### config.mk
export PLATFORM = sky130hd
export DESIGN_NAME = ex_div_sequencer_flat
export DESIGN_NICKNAME = d
export VERILOG_FILES = /design/src/rtl/ex_div_sequencer_if.sv /design/src/rtl/ex_div_sequencer.sv /design/src/flat_wrapper.sv
export SDC_FILE = /design/constraint.sdc
export NUM_CORES = 1
export LEC_CHECK = 0
export ABC_AREA = 1
export ABC_CLOCK_PERIOD_IN_PS = 2500
export CORE_ASPECT_RATIO = 1.2
export CORE_MARGIN = 4
export CORE_UTILIZATION = 50
export CTS_BUF_LIST = sky130_fd_sc_hd__clkbuf_16
export CTS_CLUSTER_DIAMETER = 200
export DETAILED_ROUTE_END_ITERATION = 8
export MAX_ROUTING_LAYER = met4
export PLACE_DENSITY_LB_ADDON = 0.12
export SYNTH_ARGS = -nofsm -noshare
export SYNTH_HDL_FRONTEND = slang
export SYNTH_SLANG_ARGS = --single-unit
### constraint.sdc
create_clock -name clk -period 2.5 [get_ports clk]
set_input_delay 0.5 -clock clk [delete_from_list [all_inputs] [get_ports clk]]
set_output_delay 0.5 -clock clk [all_outputs]
set_load 0.05 [all_outputs]
### src/rtl/ex_div_sequencer_if.sv
// Handshake and data bundle between the EX stage and the divide sequencer.
// The pipeline side drives the request (master); the sequencer answers (slave).
interface ex_div_sequencer_if;
  logic        start;
  logic        flush;
  logic [3:0]  OpCode;
  logic [15:0] Dividend;
  logic [15:0] Divisor;
  logic        stall;
  logic        busy;
  logic        result_valid;
  logic [15:0] result;
  logic [1:0]  div_zero;

  modport master (
    output start, flush, OpCode, Dividend, Divisor,
    input  stall, busy, result_valid, result, div_zero
  );

  modport slave (
    input  start, flush, OpCode, Dividend, Divisor,
    output stall, busy, result_valid, result, div_zero
  );
endinterface

### src/rtl/ex_div_sequencer.sv
// EX-stage divide sequencer: two independent 8-bit restoring dividers (hi/lo byte
// lanes) run in lockstep while the pipeline is stalled; the result leaves on a done pulse.
module ex_div_sequencer #(
  parameter logic [3:0] MOD_OPCODE = 4'd9,
  parameter int         ITERS      = 8
) (
  input logic               clk,
  input logic               rst,
  ex_div_sequencer_if.slave bus
);

  localparam int CW = $clog2(ITERS);
  localparam logic [CW-1:0] LAST = CW'(ITERS - 1);

  typedef enum logic [1:0] {IDLE, ITER, DONE} state_t;

  state_t        state_q, state_d;
  logic [CW-1:0] count_q, count_d;
  logic [7:0]    dvdHi_q, dvdHi_d, dvdLo_q, dvdLo_d;
  logic [7:0]    dvsHi_q, dvsHi_d, dvsLo_q, dvsLo_d;
  logic [7:0]    remHi_q, remHi_d, remLo_q, remLo_d;
  logic          selMod_q, selMod_d;
  logic [15:0]   result_q, result_d;
  logic [1:0]    divZero_q, divZero_d;
  logic          busy_q;
  logic [8:0]    stepHi, stepLo;
  logic          stall;

  // One restoring step; returns {quotient bit, new partial remainder}.
  // The dividend register doubles as the quotient register as bits shift in.
  function automatic logic [8:0] restoringStep(input logic [7:0] rem,
                                               input logic       msb,
                                               input logic [7:0] dvs);
    logic [8:0] shifted;
    logic [7:0] diff;
    shifted = {rem, msb};
    diff    = shifted[7:0] - dvs;
    if (shifted >= {1'b0, dvs})
      return {1'b1, diff};
    else
      return {1'b0, shifted[7:0]};
  endfunction

  always_comb begin
    state_d   = state_q;
    count_d   = count_q;
    dvdHi_d   = dvdHi_q;
    dvdLo_d   = dvdLo_q;
    dvsHi_d   = dvsHi_q;
    dvsLo_d   = dvsLo_q;
    remHi_d   = remHi_q;
    remLo_d   = remLo_q;
    selMod_d  = selMod_q;
    result_d  = result_q;
    divZero_d = divZero_q;
    stepHi    = restoringStep(remHi_q, dvdHi_q[7], dvsHi_q);
    stepLo    = restoringStep(remLo_q, dvdLo_q[7], dvsLo_q);

    case (state_q)
      IDLE: begin
        if (bus.start && !bus.flush) begin
          dvdHi_d  = bus.Dividend[15:8];
          dvdLo_d  = bus.Dividend[7:0];
          dvsHi_d  = bus.Divisor[15:8];
          dvsLo_d  = bus.Divisor[7:0];
          selMod_d = (bus.OpCode == MOD_OPCODE);
          remHi_d  = '0;
          remLo_d  = '0;
          count_d  = '0;
          state_d  = ITER;
        end
      end
      ITER: begin
        if (bus.flush) begin
          state_d = IDLE;
        end else begin
          remHi_d = stepHi[7:0];
          remLo_d = stepLo[7:0];
          dvdHi_d = {dvdHi_q[6:0], stepHi[8]};
          dvdLo_d = {dvdLo_q[6:0], stepLo[8]};
          count_d = count_q + 1'b1;
          // Capture the answer on the final step so it is already valid in DONE.
          if (count_q == LAST) begin
            state_d   = DONE;
            result_d  = selMod_q ? {stepHi[7:0], stepLo[7:0]} : {dvdHi_d, dvdLo_d};
            divZero_d = {dvsHi_q == 8'd0, dvsLo_q == 8'd0};
          end
        end
      end
      DONE:    state_d = IDLE;
      default: state_d = IDLE;
    endcase

    // Released in DONE so the pipeline advances in the cycle it samples the result.
    stall = ((state_q == IDLE) && bus.start && !bus.flush) || (state_q == ITER);
  end

  always_ff @(posedge clk or posedge rst) begin
    if (rst) begin
      state_q   <= IDLE;
      count_q   <= '0;
      dvdHi_q   <= '0;
      dvdLo_q   <= '0;
      dvsHi_q   <= '0;
      dvsLo_q   <= '0;
      remHi_q   <= '0;
      remLo_q   <= '0;
      selMod_q  <= 1'b0;
      result_q  <= '0;
      divZero_q <= '0;
      busy_q    <= 1'b0;
    end else begin
      state_q   <= state_d;
      count_q   <= count_d;
      dvdHi_q   <= dvdHi_d;
      dvdLo_q   <= dvdLo_d;
      dvsHi_q   <= dvsHi_d;
      dvsLo_q   <= dvsLo_d;
      remHi_q   <= remHi_d;
      remLo_q   <= remLo_d;
      selMod_q  <= selMod_d;
      result_q  <= result_d;
      divZero_q <= divZero_d;
      busy_q    <= (state_d != IDLE);
    end
  end

  assign bus.stall        = stall;
  assign bus.busy         = busy_q;
  assign bus.result_valid = (state_q == DONE);
  assign bus.result       = result_q;
  assign bus.div_zero     = divZero_q;

endmodule
### src/flat_wrapper.sv
// flat-port wrapper written by rule: the top's interface ports become plain ports
module ex_div_sequencer_flat 
#(
  parameter logic [3:0] MOD_OPCODE = 4'd9,
  parameter int         ITERS      = 8
)
  (clk, rst, bus_start, bus_flush, bus_OpCode, bus_Dividend, bus_Divisor, bus_stall, bus_busy, bus_result_valid, bus_result, bus_div_zero);
  ex_div_sequencer_if bus_i ();
  input logic clk;
  input logic rst;
  input wire logic [$bits(bus_i.start)-1:0] bus_start;
  input wire logic [$bits(bus_i.flush)-1:0] bus_flush;
  input wire logic [$bits(bus_i.OpCode)-1:0] bus_OpCode;
  input wire logic [$bits(bus_i.Dividend)-1:0] bus_Dividend;
  input wire logic [$bits(bus_i.Divisor)-1:0] bus_Divisor;
  output wire logic [$bits(bus_i.stall)-1:0] bus_stall;
  output wire logic [$bits(bus_i.busy)-1:0] bus_busy;
  output wire logic [$bits(bus_i.result_valid)-1:0] bus_result_valid;
  output wire logic [$bits(bus_i.result)-1:0] bus_result;
  output wire logic [$bits(bus_i.div_zero)-1:0] bus_div_zero;
  assign bus_i.start = bus_start;
  assign bus_i.flush = bus_flush;
  assign bus_i.OpCode = bus_OpCode;
  assign bus_i.Dividend = bus_Dividend;
  assign bus_i.Divisor = bus_Divisor;
  assign bus_stall = bus_i.stall;
  assign bus_busy = bus_i.busy;
  assign bus_result_valid = bus_i.result_valid;
  assign bus_result = bus_i.result;
  assign bus_div_zero = bus_i.div_zero;
  ex_div_sequencer #(.MOD_OPCODE(MOD_OPCODE), .ITERS(ITERS)) u_core (.clk(clk), .rst(rst), .bus(bus_i));
endmodule
# --- Yosys cells after proc, flatten, opt, wreduce, memory -nomap -nowiden ---
# Index checks and enable logic that the tools add are counted.
op_classes:
  addsub: 3
  multipliers: 0
  div_mod_pow: 0
  n_lt_le_gt_ge: 2
  eq_ne: 6
  shift: 0
  muxes: 21
  bitwise_logic: 1
  n_reduce_logical: 13
ops:
  columns: ["op", "n"]
  rows:
  - ["case mux 8 bit (2 select lines)", 4]
  - ["two-way mux 8 bit", 7]
  - ["greater-or-equal comparator 9 x 8 -> 1 bit", 2]
  - ["two-way mux 9 bit", 2]
  - ["zero test 8 bit", 2]
  - ["two-way mux 16 bit", 1]
  - ["subtractor 8 bit", 2]
  - ["two-way mux 2 bit", 3]
  - ["two-way mux 3 bit", 2]
  - ["case mux 3 bit (2 select lines)", 1]
  - ["AND reduction 3 bit", 2]
  - ["equality test 4 bit (second input constant)", 1]
  - ["case mux 2 bit (2 select lines)", 1]
  - ["nonzero test 2 bit", 2]
  - ["adder 3 x 1 -> 3 bit (second input constant)", 1]
  - ["equality test 3 bit (second input constant)", 1]
  - ["logical AND 1 bit", 3]
  - ["equality test 2 x 1 -> 1 bit (second input constant)", 1]
  - ["equality test 2 bit (second input constant)", 1]
  - ["zero test 2 bit", 1]
  - ["inequality test 2 x 1 -> 1 bit (second input constant)", 1]
  - ["inequality test 2 bit (second input constant)", 1]
  - ["AND reduction 2 bit", 1]
  - ["zero test 1 bit", 1]
  - ["2 further kinds", 2]
word_totals:
  ff_bits: 73
  latch_bits: 0
  mem_bits_rw: 0
  rom_bits: 0
  input_bits: 40
  wordCells: 58
  memories: 0

# --- Depth between registers and ports, before layout ---
depth:
  ltp_word: 5
  ltp_mapped: 14
  ltp_nobuf: 13

# --- Least setup slack after synthesis ---
# No wires, ideal clock.
synth_path:
  path_kind: "reg2reg"
  from: "register u_core.remLo_q[1]"
  to: "register u_core.result_q[0] (netlist: u_core.bus.result[0])"
  setup_ns: 0.118
  arrival_time_ns: 1.568
  required_ns: 2.382
  setup_slack_ns: 0.814
  path_stages_with_launch: 12
  path_buffers: 1
  path_cell_list: "dfrtp_1 > ha_1 > or2_1 > nand3_1 > nand2_1 > nand2_1 > buf_4 > nand3_1 > nand2_1 > inv_1 > nand2_1 > nand2_1"
synth_between:
  elab_chain_cells: 3
synth_rtl:
  columns: ["element", "line_no", "source"]
  rows:
  - ["start: declaration", "ex_div_sequencer.sv:21", "logic [7:0] remHi_q, remHi_d, remLo_q, remLo_d;"]
  - ["start signal: assignment", "ex_div_sequencer.sv:120", "remLo_q <= remLo_d;"]
  - ["greater-or-equal comparator 9 x 8 -> 1 bit", "ex_div_sequencer.sv:38", "if (shifted >= {1'b0, dvs})"]
  - ["two-way mux 9 bit", "ex_div_sequencer.sv:38", null]
  - ["two-way mux 16 bit", "ex_div_sequencer.sv:85", "result_d = selMod_q ? {stepHi[7:0], stepLo[7:0]} : {dvdHi_d, dvdLo_d};"]
  - ["end signal: assignment", "ex_div_sequencer.sv:122", "result_q <= result_d;"]
  - ["end: declaration", "ex_div_sequencer.sv:23", "logic [15:0] result_q, result_d;"]
# No other way between the ends.
# A chain may end at the register's enable or synchronous reset.

# --- Final worst setup path ---
layout_path:
  from: "register u_core.state_q[1]"
  to: "output bus_result_valid"
layout_between:
  elab_chain_cells: 1
layout_rtl:
  columns: ["element", "line_no", "source"]
  rows:
  - ["start: declaration", "ex_div_sequencer.sv:17", "state_t state_q, state_d;"]
  - ["start signal: assignment", "ex_div_sequencer.sv:113", "state_q <= state_d;"]
  - ["equality test 2 bit", "ex_div_sequencer.sv:130", "assign bus.result_valid = (state_q == DONE);"]
  - ["end: declaration", "flat_wrapper.sv:18", "output wire logic [$bits(bus_i.result_valid)-1:0] bus_result_valid;"]
# No other way between the ends.

==> impl_metrics.toml <==
[outcome]
status = "finished, final reports clean"

[timing]
skew_ns = 0.00495
whs_ns = 0.471
period_needed_ns = 2.18
fmax_mhz = 459
relSlewSlack_pct = 66.2
period_share_pct = 87.1
final_hold_viol_count = 0
drv_slew = 0
rsz0062_at_grt = "no"
setup_viol = 0
tns_ns = 0
worst_pin_slew_ns = 0.506

[cells_and_area]
n_antenna_cell = 0
fin_cells = 752
drive_above_1_share_pct = 6.11
register_area_mm2 = 0.00183
fillers = 732
nets = 693
multiInputGateArea_mm2 = 0.00202
syn2layout_area_growth_pct = 25.3

[clock_tree]
clk_pin_slew_ns = 0.06
cts_inserted_buffers = 9
cts_root_buffer = "clkbuf_16"
clock-sinks = 73
post_cts_buffers = 0
clk_latency_ns = 0.33
post_cts_resized = 0
cts_tree = "yes"
clk_path_buf_depth = 2
cts_hold_buf = 0
cts_max_level = 3

[worst_setup_path]
worstPathCellList = "inv_1 -> nor2_1 -> clkdlybuf4s50_1"
worstRegToRegCells = 12
path_buf_inv = 2
critPathMaxFanout = 2
cp-start-kind = "flip-flop"
arrival_ns = 1.68
critical_path.max_stage_delay_ns = 0.80
critical_path_required_ns = 2.00
r2r_start = "u_core.remLo_q[4]"
r2r_end = "u_core.bus.result[3]"
path_class = "reg2out"
rrSetupSlack_ns = 0.40
critPathCaptureType = "primary output"
cp_top_family = "buffers and inverters"
crit_slowest_cell = "clkdlybuf4s50_1"

[job]
maxCapViolCount = 0

[placement]
hpwl_um = 7630
gp_congestion = 0.857
io_buffers = 60
placed_cells = 736

[routing]
vias_per_cell = 5.14
wl_per_cell_um = 14.0
drt-initial-drc-count = 233
ant_nets = 0
dr_total_vias = 3862
drc_errors = 0
first_pass_iters = 5
wl_um = 10500

[yosys]
synth_cells = 571
netlist_top_cells_area = "dfrtp_1, nand2_1, nand3_1, inv_1, ha_1"
yosys_warnings = 0
syn_area_mm2 = 0.00422
synth_common_cells = "nand2_1, dfrtp_1, inv_1, nand3_1, o21ai_0"
synth_edf_count = 0
netlist.top_cell.by_area = "dfrtp_1"
synth.distinct_cells = 30
synth_top_area_share_pct = 43.3
async_reset_ff_share_pct = 100
synth_flop_cell = "dfrtp_1"
yosysMostFrequentCell = "nand2_1"
synth_nets = 631
ys_ff_latch = 73
ys_seq_area_share_pct = 43.3
avgSynthCellArea_um2 = 7.40

[pwr]
ir_drop_uv = 491
swShare_pct = 41.3
p_int_w = 0.00320
p_seq_share_pct = 29.6
p_leak_nw = 2.77
p_per_area_mw_per_mm2 = 1030
p_sw_w = 0.00225
combPwrFrac_pct = 45.0
p_clk_share_pct = 25.4

[global_routing]
grt-ovfl-total = 0
antenna_found_initial = 0
track_usage_pct = 23.3
grt_start_max_net_pins = 47
grt_pass1_wl_um = 17900
grt_pass1_vias = 3649

[die]
rows = 36
die_width_um = 91.9
initial_utilization_pct = 51.5
die-area_mm2 = 0.00999
fp.coreArea_mm2 = 0.00820
pin_count = 61
die_h_um = 109

[min_path]
hp-class = "in2async"
==> worst max path at each step <==
stage	from	end	depth (start not counted)
2_1_floorplan	rst	u_core.bus.busy	1
3_3_place_gp	bus_flush	u_core.dvdHi_q[4]	8
3_5_place_dp	bus_flush	u_core.dvdHi_q[0]	8
4_1_cts	u_core.state_q[1]	bus_result_valid	3
5_1_grt	u_core.remHi_q[3]	u_core.bus.result[12]	11
6_report	u_core.state_q[1]	bus_result_valid	3
==> power by group through the flow <==
stage / clock network [W] / logic [W] / registers [W]
after floorplan: 0 / 0.00184 / 0.00160
after global placement: 0 / 0.00238 / 0.00163
after detailed placement: 0 / 0.00242 / 0.00163
after CTS: 0.00141 / 0.00245 / 0.00161
after global routing: 0.00147 / 0.00283 / 0.00165
final: 0.00139 / 0.00245 / 0.00161
==> placed cells by master (no fill, tap or decap), drive strengths merged <==
cell type	n
nand2	225
inv	69
nand3	51
clkbuf	9
clkinvlp	1
o31ai	1
buf	14
nor2	17
fa	2
bufinv	2
o21ai	37
nand4	8
a21oi	21
o211ai	16
ha	18
dfrtp	73
or2	1
a22o	1
xnor2	2
clkinv	4
nor4	1
xor2	4
clkdlybuf4s50	59
nor3	2
==> worst register-to-register path: stages, from the launching register on <==
cell     delay, ns
dfrtp_1       0.41
ha_1          0.38
nand2_1       0.09
nor2_1        0.16
nand2_1       0.10
nor2_1        0.15
nor2_1        0.06
buf_4         0.18
nand2_2       0.17
nand2_1       0.11
nand3_1       0.12
nand2_1       0.06
nand2_1       0.06
==> sequential cells by signal, summed over array words and instances, names as in the netlist, 2 cells and up <==
name / count
u_core.count_q: 3
u_core.dvsHi_q: 8
u_core.bus.div_zero: 2
u_core.state_q: 2
u_core.dvdHi_q: 8
u_core.remHi_q: 8
u_core.bus.result: 16
u_core.dvdLo_q: 8
u_core.dvsLo_q: 8
u_core.remLo_q: 8
==> layer usage <==
metal	vias to the layer above	part of all wire [%]	routed length [um]	track usage (%)
met3	17	5.7	599	4.55
met4	0	1.8	188	6.90
met5	-	0	0	-
met1	1777	51	5390	34.2
met2	112	41	4330	32.9
li1	1956	-	-	-
==> through the flow <==
| step | instance area, um^2 | worst slack, ns | power, W | util (%) |
|---|---|---|---|---|
| 6_report | 5290 | 0.323 | 0.00545 | 64.5 |
| 5_1_grt | 5290 | 0.253 | 0.00595 | 64.5 |
| 3_3_place_gp | 4970 | 0.347 | 0.00401 | 60.6 |
| 2_1_floorplan | 4220 | 0.147 | 0.00344 | - |
| 4_1_cts | 5290 | 0.316 | 0.00547 | 64.5 |
| 3_5_place_dp | 4970 | 0.266 | 0.00406 | 60.6 |
==> layout make-up <==
cell class                 count  share of cell area (%)
sequential                    73                    34.5
inverter                      69                    4.90
clock inverter                 7                    1.77
timing repair buffer          73                    13.6
clock buffer                   9                    4.26
multi-input combinational    407                    38.2
tap                          114                    2.70
==> cells by family after synthesis <==
group                      synth area share, %
AOI/OAI and AO/OA                         10.1
xor gates and xnor gates                  1.24
adders and majority gates                 6.28
buffers and inverters                     8.86
DFF                                       43.3
and+or+nand+nor                           30.3
Power figures use the tool's default switching activity.
==> RTL edit 1 (same settings) <==
`ITERS` is set to 8 in 2 places; all go to 4.
--- a/src/rtl/ex_div_sequencer.sv
+++ b/src/rtl/ex_div_sequencer.sv
@@ -3,5 +3,5 @@
 module ex_div_sequencer #(
   parameter logic [3:0] MOD_OPCODE = 4'd9,
-  parameter int         ITERS      = 8
+  parameter int         ITERS      = 4
 ) (
   input logic               clk,
--- a/src/flat_wrapper.sv
+++ b/src/flat_wrapper.sv
@@ -3,5 +3,5 @@
 #(
   parameter logic [3:0] MOD_OPCODE = 4'd9,
-  parameter int         ITERS      = 8
+  parameter int         ITERS      = 4
 )
   (clk, rst, bus_start, bus_flush, bus_OpCode, bus_Dividend, bus_Divisor, bus_stall, bus_busy, bus_result_valid, bus_result, bus_div_zero);
Function: changed (a bounded check fails within 10 cycles, from zero or initial values and one cycle with rst high).
==> RTL edit 1 against the unedited design <==
Power grew 13%; global-route usage shrank 0.22 points; setup slack lost 0.062 ns; wire length grew 0.82%; sequential cell count shrank 1; cell area shrank 0.19%; synthesized area grew 0.71%; first-iteration DRC count shrank 50%; critical endpoint unchanged; highest routed layer unchanged.
==> RTL edit 1: results (changes against the unedited design) <==
Status: completed (unchanged)
VDD IR-drop max: 0.592 mV (was 0.491 mV)
Commonest cells post-synth: 209 x nand2_1, 72 x dfrtp_1, 64 x inv_1 (was 223 x nand2_1, 73 x dfrtp_1, 64 x inv_1)
Final nets: 683 (was 693)
Clock skew: 0.0131 ns (was 0.00495 ns)
Global Route Usage Sum: 23.1% (was 23.3%)
Iteration-0 DRC Markers: 116 (was 233)
# fillers: 718 (was 732)
Logic power comb: 3.15 mW (was 2.45 mW)
Logic inverters: 68 (was 69)
CP endpoint: bus_result_valid (unchanged)
Reg-to-reg endpoint: u_core.bus.result[4]$_DFFE_PP0P_ (was u_core.bus.result[3]$_DFFE_PP0P_)
Comb_multi_in: 403 (was 407)
Synth area leaders: dfrtp_1 42%, nand2_1 18%, nand3_1 5.8% (was dfrtp_1 43%, nand2_1 20%, nand3_1 6.0%)
Largest net degree at the start of global routing: 48 (was 47)
Non-Clock Buffer Area Fraction: 13.2% (was 13.6%)
Cell variety after synth: 35 (was 30)
Number of global-route vias before repair: 3,768 (was 3,649)
Clk cell area share: 5.62% (was 6.03%)
Initial antenna violation count: 0 (unchanged)
Area of the multi-input gates: 2090 sq um (was 2020 sq um)
Layout cells sized above 1: 8.43% (was 6.11%)
Combinational Power Share: 51.1% (was 45.0%)
Repair and plain buffers: 70 (was 73)
Slew @ Worst Pin: 0.512 ns (was 0.506 ns)
Worst-case reg-to-reg path depth: 11 (was 12)
Clk. pwr: 1.28 mW (was 1.39 mW)
Worst reg2reg startpoint: u_core.remLo_q[5]$_DFFE_PP0P_ (was u_core.remLo_q[4]$_DFFE_PP0P_)
HPWL Detailed: 7940 um (was 7630 um)
Seq/total area: 34.1% (was 34.5%)
Sequential fraction of the synthesis area: 42.4% (was 43.3%)
Post-DP Area: 4980 sq um (was 4970 sq um)
Worst EP arrival: 1.74 ns (was 1.68 ns)
Vias per inst: 5.07 (was 5.14)
Net Count, Synth: 622 (was 631)
Post-Route WL: 10,600 um (was 10,500 um)
-- RTL edit 1: stage by stage --
stage,instances,hold slack (ns),worst slack (ns)
4_1_cts,743,0.394,0.242
5_1_grt,743,0.400,0.215
2_1_floorplan,563,0.465,0.175
3_3_place_gp,727,0.465,0.329
3_5_place_dp,727,0.467,0.307
6_report,743,0.400,0.261
-- RTL edit 1: per-layer routing --
layer	GRT usage (%)	share of wire (%)	up-vias	wire (um)
li1	-	-	1922	-
met1	25.7	40	1739	4260
met2	41.6	53	87	5660
met3	3.17	3.5	18	372
met4	9.87	2.8	0	300
met5	-	0	-	0
-- RTL edit 1: logic make-up (layout without fill, tap and decap cells) --
group	count (synthesis)	count (layout)	synth area share, %
adders and majority gates	19	19	5.94
xor gates and xnor gates	6	6	1.24
and+or+nand+nor	301	301	31.1
AOI/OAI and AO/OA	77	77	10.7
DFF	72	72	42.4
buffers and inverters	88	154	8.59
==> RTL edit 2 (config.mk and constraints unchanged) <==
Made on the original files. Re-encode `state_t` (3 states) as one-hot, 3 bits wide.
--- a/src/rtl/ex_div_sequencer.sv
+++ b/src/rtl/ex_div_sequencer.sv
@@ -13,5 +13,5 @@
   localparam logic [CW-1:0] LAST = CW'(ITERS - 1);
 
-  typedef enum logic [1:0] {IDLE, ITER, DONE} state_t;
+  typedef enum logic [2:0] {IDLE = 3'b001, ITER = 3'b010, DONE = 3'b100} state_t;
 
   state_t        state_q, state_d;
Function: no difference found for any inputs over 4 cycles, from zero or initial values and one cycle with rst high; so few cycles prove little.
==> RTL edit 2 against the unedited design <==
Setup slack got worse by 0.079 ns; die area is 0.98% higher; first-iteration DRC count rose by 18%; synthesized area rose by 1.1%; cell area hardly changed; sequential cell count increased by 1; wire length down 2.3%; largest cell class unchanged.
Power is not compared: it rests on default switching activity, and its combinational part moved more than twofold at a synthesized area within 25%.
==> RTL edit 2: results (changes against the unedited design) <==
Lkg Pwr: 2.72 nW
Max FFs per register: 16 (unchanged)
Final cell count without fillers: 750 (was 752)
Clk pwr share: 35.4%
Synth area leaders: dfrtp_1 43%, nand2_1 19%, nand3_1 5.9% (was dfrtp_1 43%, nand2_1 20%, nand3_1 6.0%)
Clock latency on the worst-skew pair: 0.34 ns
VDD IR-drop max: 0.372 mV
Final Hold Viols: 0 (unchanged)
Routability cong.: 0.885 (was 0.857)
Hold EP: u_core.bus.result[13]$_DFFE_PP0P_
# fillers: 744 (was 732)
Post-DP Area: 5010 sq um (was 4970 sq um)
Status: completed (unchanged)
Global Route Usage Sum: 22.0% (was 23.3%)
Initial antenna violation count: 0 (unchanged)
Dpl ws: 0.474 ns (was 0.266 ns)
Number of global-route vias before repair: 3,574 (was 3,649)
Buffers on Ports: 60 (unchanged)
Worst EP arrival: 1.76 ns (was 1.68 ns)
Met2 GRT Util: 32.9% (about the same)
Net Count, Synth: 630 (was 631)
DP Cell Count: 735 (was 736)
Cells after synthesis: 570 (was 571)
Layout cells sized above 1: 6.60% (was 6.11%)
Crit-path slowest cell: clkdlybuf4s50_1 (unchanged)
CTS clk-pin slew, worst paths: 0.06 ns (about the same)
Worst reg2reg startpoint: u_core.dvsLo_q[2]$_DFFE_PP0P_ (was u_core.remLo_q[4]$_DFFE_PP0P_)
Met1 usage: 30.0% (was 34.2%)
Sequential fraction of the synthesis area: 43.4% (was 43.3%)
DR vias: 3,877 (was 3,862)
R2r setup slk: 0.48 ns (was 0.40 ns)
CP peak stage delay: 0.83 ns (was 0.80 ns)
Postcts setup bufs: 0 (unchanged)
Hold Slack: 0.478 ns (was 0.471 ns)
Clock skew: 0.00755 ns (was 0.00495 ns)
Total CTS buffers: 9 (unchanged)
Power Total: 3.54 mW
Iteration-0 DRC Markers: 275 (was 233)
P_sw: 1.12 mW
Global-route wire length before repair: 17,000 um (was 17,900 um)
Avg WL per Cell: 13.7 um (was 14.0 um)
Clock Tree Root: clkbuf_16 (unchanged)
Relative slew margins: 59.5% (was 66.2%)
Max clock buf depth: 2 (unchanged)
HP Class: reg -> reg (was in -> async)
Cell variety after synth: 35 (was 30)
Total grt overflow: 0 (unchanged)
Synth warn: 0 (unchanged)
Worst-case reg-to-reg path depth: 11 (was 12)
Final nets: 692 (was 693)
Max FO, Critical Path: 2 (unchanged)
Largest net degree at the start of global routing: 75 (was 47)
GR Layer Usage met3: 4.21% (was 4.55%)
Number of diodes: 0 (unchanged)
Reg-to-reg endpoint: u_core.bus.result[2]$_DFFE_PP0P_ (was u_core.bus.result[3]$_DFFE_PP0P_)
Post-CTS Resized: 0 (unchanged)
Commonest cells post-synth: 217 x nand2_1, 73 x dfrtp_1, 65 x inv_1 (was 223 x nand2_1, 73 x dfrtp_1, 64 x inv_1)
HPWL Detailed: 7390 um (was 7630 um)
Depth of the CTS H-tree: 3 (unchanged)
## RTL edit 2: worst max-delay path by stage
stage,from,to,slack [ns],cells after the start
after global placement,bus_flush,u_core.bus.result[4]$_DFFE_PP0P_,0.46,8
after floorplan,rst,u_core.bus.busy$_DFF_PP0_,0.12,1
after global routing,u_core.state_q[2]$_DFF_PP0_,bus_result_valid,0.14,3
after CTS,u_core.state_q[2]$_DFF_PP0_,bus_result_valid,0.23,3
after detailed placement,bus_flush,u_core.bus.result[11]$_DFFE_PP0P_,0.47,8
final,u_core.state_q[2]$_DFF_PP0_,bus_result_valid,0.24,3
## RTL edit 2: per-layer routing
layer	wire length, um	part of all wire (%)
met1	5040	49
met5	0	0
met3	576	5.6
met4	153	1.5
met2	4490	44
## RTL edit 2: cells by family after synthesis
logic type,after synthesis,synth area share (%)
buffers and inverters,89,8.47
and+or+nand+nor,304,29.9
xor gates and xnor gates,6,1.23
AOI/OAI and AO/OA,77,10.8
adders and majority gates,20,6.22
DFF,74,43.4
## RTL edit 2: layout make-up
cell class	instances	area, sq um	share of cell area (%)
clock inverter	6	58.8	1.11
tap	114	143	2.69
sequential	74	1850	35.0
clock buffer	9	225	4.25
inverter	70	263	4.96
timing repair buffer	70	698	13.2
multi-input combinational	407	2050	38.8
## RTL edit 2: worst reg2reg max path, stage by stage (launching register included)
cell and delay, ns:
dfrtp_1 0.36, inv_1 0.11, ha_1 0.29, or2_1 0.27
nand3_2 0.09, nand2_1 0.08, nand2_2 0.18, nand2_2 0.19
nand2_1 0.12, nand3_1 0.10, nand2_1 0.08, nand2_1 0.05
